<file path="config.mk">
export PLATFORM = sky130hd
export DESIGN_NAME = imem_loader
export DESIGN_NICKNAME = d
export VERILOG_FILES = /design/src/rtl/imem_pkg.sv /design/src/rtl/imem_array.sv /design/src/rtl/imem_loader.sv
export SDC_FILE = /design/constraint.sdc
export NUM_CORES = 2
export LEC_CHECK = 0
export CAP_MARGIN = 5
export CORE_MARGIN = 1
export CORE_UTILIZATION = 55
export CTS_CLUSTER_DIAMETER = 120
export DETAILED_ROUTE_END_ITERATION = 10
export HOLD_SLACK_MARGIN = 0.12
export PLACE_DENSITY = 0.67
export SYNTH_ARGS = -nofsm -noshare
export SYNTH_HDL_FRONTEND = slang
export SYNTH_HIERARCHICAL = 1
export SYNTH_SLANG_ARGS = --single-unit
</file>
<file path="constraint.sdc">
create_clock -name clk -period 5.6 [get_ports clk]
set_input_delay 1.12 -clock clk [delete_from_list [all_inputs] [get_ports clk]]
set_output_delay 1.12 -clock clk [all_outputs]
set_load 0.02 [all_outputs]
</file>
<file path="src/rtl/imem_pkg.sv">
`default_nettype none
// ============================================================================
// Module      : imem_pkg
// Description : Shared constants and types for the instruction-memory loader
//               and the processor control unit.
// Revision    : 1.0 - initial release
// ============================================================================
package imem_pkg;

   // Opcode field occupies instruction bits [10:8]
   localparam logic [2:0] OP_REG    = 3'b000;
   localparam logic [2:0] OP_IMM    = 3'b001;
   localparam logic [2:0] OP_LOAD   = 3'b010;
   localparam logic [2:0] OP_STORE  = 3'b011;
   localparam logic [2:0] OP_BRANCH = 3'b100;
   localparam logic [2:0] OP_JUMP   = 3'b101;
   localparam logic [2:0] OP_INITRD = 3'b110;
   localparam logic [2:0] OP_NOP    = 3'b111;

   // Opcode 111 with a zero payload decodes with no register or memory writes
   localparam logic [10:0] NOP_INSTR = {OP_NOP, 8'h00};

   typedef enum logic [1:0] {
      LOAD_LO = 2'd0,
      LOAD_HI = 2'd1,
      RUN     = 2'd2
   } ld_state_e;

   // Only bits [2:0] of a high byte carry instruction data
   function automatic logic hi_byte_bad(input logic [7:0] b);
      return |b[7:3];
   endfunction

endpackage
`default_nettype wire

</file>
<file path="src/rtl/imem_array.sv">
`default_nettype none
// ============================================================================
// Module      : imem_array
// Description : DEPTH x INSTR_W storage, one synchronous write port and a
//               combinational fetch read port. A second combinational read
//               port is added when IMEM_READBACK_EN is defined.
// Revision    : 1.0 - initial release
// ============================================================================
module imem_array
   import imem_pkg::*;
#(
   parameter int DEPTH   = 256,
   parameter int ADDR_W  = 8,
   parameter int INSTR_W = 11
) (
   input  logic               clk,
   input  logic               we_i,
   input  logic [ADDR_W-1:0]  waddr_i,
   input  logic [INSTR_W-1:0] wdata_i,
   input  logic [ADDR_W-1:0]  raddr_i,
`ifdef IMEM_READBACK_EN
   input  logic [ADDR_W-1:0]  rb_addr_i,
   output logic [INSTR_W-1:0] rb_data_o,
`endif
   output logic [INSTR_W-1:0] rdata_o
);

   logic [INSTR_W-1:0] mem_q [DEPTH];

   // Write port; contents are deliberately not reset
   always_ff @(posedge clk) begin
      if (we_i) begin
         mem_q[waddr_i] <= wdata_i;
      end
   end

   assign rdata_o = mem_q[raddr_i];

`ifdef IMEM_READBACK_EN
   if (1) begin : g_readback
      assign rb_data_o = mem_q[rb_addr_i];
   end
`endif

endmodule
`default_nettype wire

</file>
<file path="src/rtl/imem_loader.sv">
`default_nettype none
// ============================================================================
// Module      : imem_loader
// Description : Instruction-memory responder for the 11-bit processor. Loads
//               itself from a byte-serial valid/ready stream (two bytes per
//               word, low byte first), holds the core in reset while loading
//               and serves combinational fetches once the program is complete.
//               Optional macro IMEM_READBACK_EN adds an unmasked host
//               readback port (rb_addr / rb_data).
// Revision    : 1.0 - initial release
// ============================================================================
module imem_loader
   import imem_pkg::*;
#(
   parameter int DEPTH   = 256,
   parameter int ADDR_W  = 8,
   parameter int INSTR_W = 11
) (
   input  logic               clk,
   input  logic               reset,
   input  logic [ADDR_W-1:0]  PC,
   output logic [INSTR_W-1:0] Instr,
   output logic               cpu_reset,
   input  logic               ld_valid,
   input  logic [7:0]         ld_data,
   input  logic               ld_last,
   output logic               ld_ready,
   input  logic               ld_start,
   output logic               ld_err,
`ifdef IMEM_READBACK_EN
   input  logic [ADDR_W-1:0]  rb_addr,
   output logic [INSTR_W-1:0] rb_data,
`endif
   output logic [ADDR_W:0]    word_cnt
);

   localparam logic [ADDR_W-1:0] LAST_ADDR = ADDR_W'(DEPTH - 1);

   ld_state_e          state_q;
   logic [ADDR_W-1:0]  addr_q;
   logic [ADDR_W:0]    word_cnt_q;
   logic [7:0]         lo_byte_q;
   logic               ld_err_q;
   logic               cpu_reset_q;
   logic               ld_ready_q;

   logic               w_accept;
   logic               w_mem_we;
   logic [INSTR_W-1:0] w_mem_wdata;
   logic [INSTR_W-1:0] w_rdata;
   logic               w_pc_valid;

   assign w_accept    = ld_valid & ld_ready_q;
   // A restart wins over a byte offered in the same cycle
   assign w_mem_we    = w_accept & ~ld_start & (state_q == LOAD_HI);
   assign w_mem_wdata = INSTR_W'({ld_data[2:0], lo_byte_q});
   assign w_pc_valid  = ({1'b0, PC} < word_cnt_q);

   imem_array #(
      .DEPTH   (DEPTH),
      .ADDR_W  (ADDR_W),
      .INSTR_W (INSTR_W)
   ) u_array (
      .clk       (clk),
      .we_i      (w_mem_we),
      .waddr_i   (addr_q),
      .wdata_i   (w_mem_wdata),
      .raddr_i   (PC),
`ifdef IMEM_READBACK_EN
      .rb_addr_i (rb_addr),
      .rb_data_o (rb_data),
`endif
      .rdata_o   (w_rdata)
   );

   // Loader FSM: byte assembly, address/count tracking, error and core reset
   always_ff @(posedge clk or posedge reset) begin
      if (reset) begin
         state_q     <= LOAD_LO;
         addr_q      <= '0;
         word_cnt_q  <= '0;
         lo_byte_q   <= '0;
         ld_err_q    <= 1'b0;
         cpu_reset_q <= 1'b1;
         ld_ready_q  <= 1'b1;
      end else if (ld_start) begin
         state_q     <= LOAD_LO;
         addr_q      <= '0;
         word_cnt_q  <= '0;
         ld_err_q    <= 1'b0;
         cpu_reset_q <= 1'b1;
         ld_ready_q  <= 1'b1;
      end else if (w_accept) begin
         case (state_q)
            LOAD_LO: begin
               if (ld_last) begin
                  // A lone low byte can never form a word: drop it
                  ld_err_q    <= 1'b1;
                  state_q     <= RUN;
                  cpu_reset_q <= 1'b0;
                  ld_ready_q  <= 1'b0;
               end else begin
                  lo_byte_q <= ld_data;
                  state_q   <= LOAD_HI;
               end
            end
            LOAD_HI: begin
               if (hi_byte_bad(ld_data)) begin
                  ld_err_q <= 1'b1;
               end
               addr_q     <= addr_q + 1'b1;
               word_cnt_q <= word_cnt_q + 1'b1;
               if (ld_last) begin
                  state_q     <= RUN;
                  cpu_reset_q <= 1'b0;
                  ld_ready_q  <= 1'b0;
               end else if (addr_q == LAST_ADDR) begin
                  // Memory full without an end marker
                  ld_err_q    <= 1'b1;
                  state_q     <= RUN;
                  cpu_reset_q <= 1'b0;
                  ld_ready_q  <= 1'b0;
               end else begin
                  state_q <= LOAD_LO;
               end
            end
            default: begin
               state_q <= state_q;
            end
         endcase
      end
   end

   // Fetches outside the loaded program, or during loading, return a NOP
   assign Instr     = ((state_q == RUN) && w_pc_valid) ? w_rdata : INSTR_W'(NOP_INSTR);
   assign cpu_reset = cpu_reset_q;
   assign ld_ready  = ld_ready_q;
   assign ld_err    = ld_err_q;
   assign word_cnt  = word_cnt_q;

endmodule
`default_nettype wire
</file>
==> results list <==
- Status: finished, violations left
- The final reports fail on negative setup slack.
- Buffer levels on the longest clock path: 4
- For the worst setup path, the data required time is between 4 and 5 ns.
- Most area-hungry cell type in the Yosys netlist: edfxtp_1
- For the worst-skew pair, the clock arrives at the later sink with an insertion delay of 0.93 ns.
* RSZ-0062 raised after global routing: true
- Timing would allow up to 175 MHz.
- The worst register-to-register path begins at addr_q[1]$_DFFE_PP0P_.
- Startpoint types: primary input
- TritonCTS built the clock tree.
- The via count of the first global-routing pass was about 56000.
- Net switching is between 20% and 30% of the power.
- The smallest clock period supported by the final layout is computed as 5.72 ns.
* Crit. Startpoint: PC[1]
- The Yosys step of the flow raised 6 warnings.
* HPWL reported at the end of detailed placement: around 170000 um
- At the end of routability-driven placement, the weighted congestion stood at 0.875.
- Once the floorplan was initialized, standard cells occupied a little under three fifths of the core.
* Post-Synth XOR/XNOR Area: less than 1%
* Type of destination of the critical path: output pin
* Number of buffers created by CTS: approximately 300
* Critical setup path kind: in -> out
- Area of the mapped netlist: approximately 0.11 mm2
- Core Area: 0.199 mm2
* Die height: 450 um
- Adding up every negative setup slack in the final design gives -0.148 ns.
- At the end of the flow, the number of nets in the layout was about 6000.
* Total of fill cells in the finished design: roughly 13000
- The worst register-to-register path has a setup slack of 2.03 ns.
- Mean number of vias per cell: roughly 6.5
- Across the run, the number of max-cap violations was 0.
- The netlist uses between 60 and 70 different library cells.
- The first TritonRoute pass finished after 5 iterations.
* Synth Area per Inst: 21.3 um2
- Counting every net in the synthesized netlist gives between 5000 and 6000.
- In the synthesized netlist, the number of instances is just over 5000.
- The count of buffers added on input and output ports is 43.
- After clock tree synthesis, the clock-pin slew on the worst setup and hold paths is 0.06 ns.
* Hold Fails Final Rpt: 0
- Count of state elements after synthesis: ~2800
- STA puts the critical path data arrival time at about 4.6 ns.
- Synth cell count leaders: edfxtp_1, mux4_2, nor2_1, mux2i_1, clkbuf_1
* Leak pwr: 41.6 nW
- Detail Route Antenna Nets: 0
- Dominant combinational cell family by area after synthesis: multiplexers
* Synth async-reset ratio: under 10%
- Summing the areas of all compound-gate instances in the mapped netlist gives ~3.7% of the synthesized area.
* DRC violation count after routing: 0
* Kind of path behind the tightest hold check: in -> async
* Vias: approximately 58000
- Power share of the combinational group: between 7 and 8%
* H-tree levels: 5
- After detailed placement, the design holds a cell count of between 8000 and 9000.
- Mux contribution to synthesized area: between 10 and 15%
* Power density normalized to cell area: 363 mW/mm2
- In this run, the number of DRC markers left after iteration 0 of detailed routing was just under 8000.
- Number of rows in the core area: about 160
* Switching power total: about 10 mW
- The final count of pins violating max slew came to 0.
* Cell-internal power: roughly 36 mW
- The final layout contains routed wiring with a total length of around 290000 um.
- CTS hold repair buffers: 0
- Largest net degree at the start of global routing: approximately 200
- Summed over all layers, the global routing overflow is 0.
- Share of the synthesized area in the top cell type: approximately three quarters
- 44 I/O pins were placed.
- The synthesized netlist devotes less than 1% of its cell area to adder and majority cells.
* Seq/Total Area, Yosys: slightly below 80%
- Minimum setup slack in the final design: -0.120 ns
- Horizontal extent of the die: between 400 and 500 um
* Top post-synthesis cells by area: edfxtp_1, mux4_2, mux2i_1
- Leading cell type by number of instances after synthesis: edfxtp_1
- The multi-input combinational cells in the finished layout cover a total of 0.0236 mm2.
* Post-route clock period utilization: 102%
- Transition time at the pin with the least slew margin: 1.24 ns
- The die covers 0.202 mm2.
- The share of total power dissipated in sequential elements is between 50 and 60%.
- Of the total synthesized cell area, the portion taken by AND, OR, NAND and NOR gates is ~2.4%.
- Clk pwr share: between 30% and 40%
- The clock net in this run drives a total of 2845 sinks.
- Clock tree synthesis selected as its root buffer the cell clkbuf_16.
- Max Fanout on Critical Path: 14
- Compared with the post-synthesis result, the final layout area differs by 16.4%.
* Non-filler instance count after layout: 8797
- Average wire length per cell after detail routing: 32.4 um
- Share of post-route cells with drive strength above 1: slightly below 30%
- The initial antenna violation count came to 4.
- Among all flip-flop cells after synthesis, the most frequent one is edfxtp_1.
- IR analysis of the VDD net gives a maximum drop of 575 uV.
- Count of flip-flops with a built-in enable after synthesis: 2816
- Worst slew margin relative to its limit: between 10% and 20%
- Across the routed clock network, the largest skew measured is ~0.051 ns.
- Across the whole layout, storage elements account for between 0.08 and 0.09 mm2.
* Global-route total usage across every layer: between 20% and 30%
* Wire length of the first global-routing pass: ~410000 um
- Setup violations remaining at the end of the flow were counted as 2.
state kept, by name, summed over array words and instances, names as in the netlist:
signal and flops:
state_q 2, addr_q 8, ld_ready 1, ld_err 1, lo_byte_q 8, u_array/mem_q 2816, word_cnt 9
worst max-delay path: stages:
cell and delay, ns:
buf_16 0.18, buf_12 0.18, buf_16 0.17, buf_12 0.18
mux4_2 0.32, mux4_2 0.62, o221a_4 0.30, a31oi_1 0.15
buf_4 0.18, nor4bb_4 0.06, a2111oi_2 0.35, o211ai_1 0.26
buf_4 0.22, buf_4 0.15
cell type report:
cell class	count	share of cell area (%)
Clock buffer	376	6.11
Clock inverter	111	0.723
Sequential cell	2845	66.4
Timing Repair Buffer	784	5.73
Antenna cell	1	0.00195
Tap cell	2656	2.59
Multi-Input combinational cell	2007	18.4
Inverter	17	0.0497
per-stage QoR:
| stage | worst slack [ns] | hold WS [ns] | utilization (%) | cell area, um2 | total power, mW |
|---|---|---|---|---|---|
| final | -0.120 | 0.565 | 64.4 | 128000 | 46.6 |
| after global routing | -0.0886 | 0.602 | 64.4 | 128000 | 47.8 |
| after CTS | -0.0877 | 0.518 | 64.1 | 128000 | 46.7 |
| after detailed placement | -0.629 | 0.554 | 59.4 | 118000 | 28.7 |
| after global placement | -0.572 | 0.542 | 59.4 | 118000 | 28.5 |
| after floorplan | 0.849 | 0.538 | - | 110000 | 27.1 |
routing by layer:
layer  vias up  track usage [%]  part of all wire (%)
met5         -                0                     0
met4         0             8.74                   3.3
met3       425             5.80                    10
met2      3202             42.6                    47
met1     30500             41.6                    40
li1      23400                -                     -
power groups by stage:
stage	Clock (mW)	Combinational [mW]	Sequential, mW
global placement	0	3.12	25.4
global route	19.3	3.51	25.0
finish	18.2	3.35	25.0
floorplan	0	1.11	26.0
CTS	18.5	3.29	25.0
detailed placement	0	3.22	25.4
worst paths after layout:
path / endpoint / cells after the start
worst max-delay path: Instr[9] / 14
worst min-delay path: lo_byte_q[6]$_DFFE_PP0P_ / 3
worst max register to register: u_array/mem_q[210][4]$_DFFE_PP_ / 4
worst min register to register: ld_ready$_DFFE_PP1P_ / 2
max in group asynchronous: word_cnt[6]$_DFFE_PP0P_ / 3
min in group clk: ld_ready$_DFFE_PP1P_ / 2
placed cells by master (no fill, tap or decap), drive strengths merged, types with 26 or more instances in the layout:
cell type / n
nand2: 67
a221oi: 31
a21oi: 89
nor2: 302
mux2i: 230
nand3: 46
a22oi: 125
mux4: 614
clkinv: 89
nor4: 26
a22o: 36
nor3: 39
edfxtp: 2816
a211oi: 30
o221ai: 47
dfrtp: 28
buf: 753
clkbuf: 380
o22ai: 84
kinds of logic (layout without fill, tap and decap cells):
| group | Yosys count | in the layout |
|---|---|---|
| and+or+nand+nor | 583 | 583 |
| other | 0 | 1 |
| muxes | 857 | 857 |
| DFF | 2845 | 2845 |
| adders and majority gates | 9 | 9 |
| AOI/OAI and AO/OA | 556 | 556 |
| xor gates and xnor gates | 2 | 2 |
| buffers and inverters | 332 | 1288 |
what timing repair did:
item | CTS | global route
gates cloned | 5 | 3
setup endpoints to repair | 11 | 11
buffers inserted | 14 | 29
resized for setup | 50 | 65
pin swaps | 3 | 11
Power figures use the tool's default switching activity.
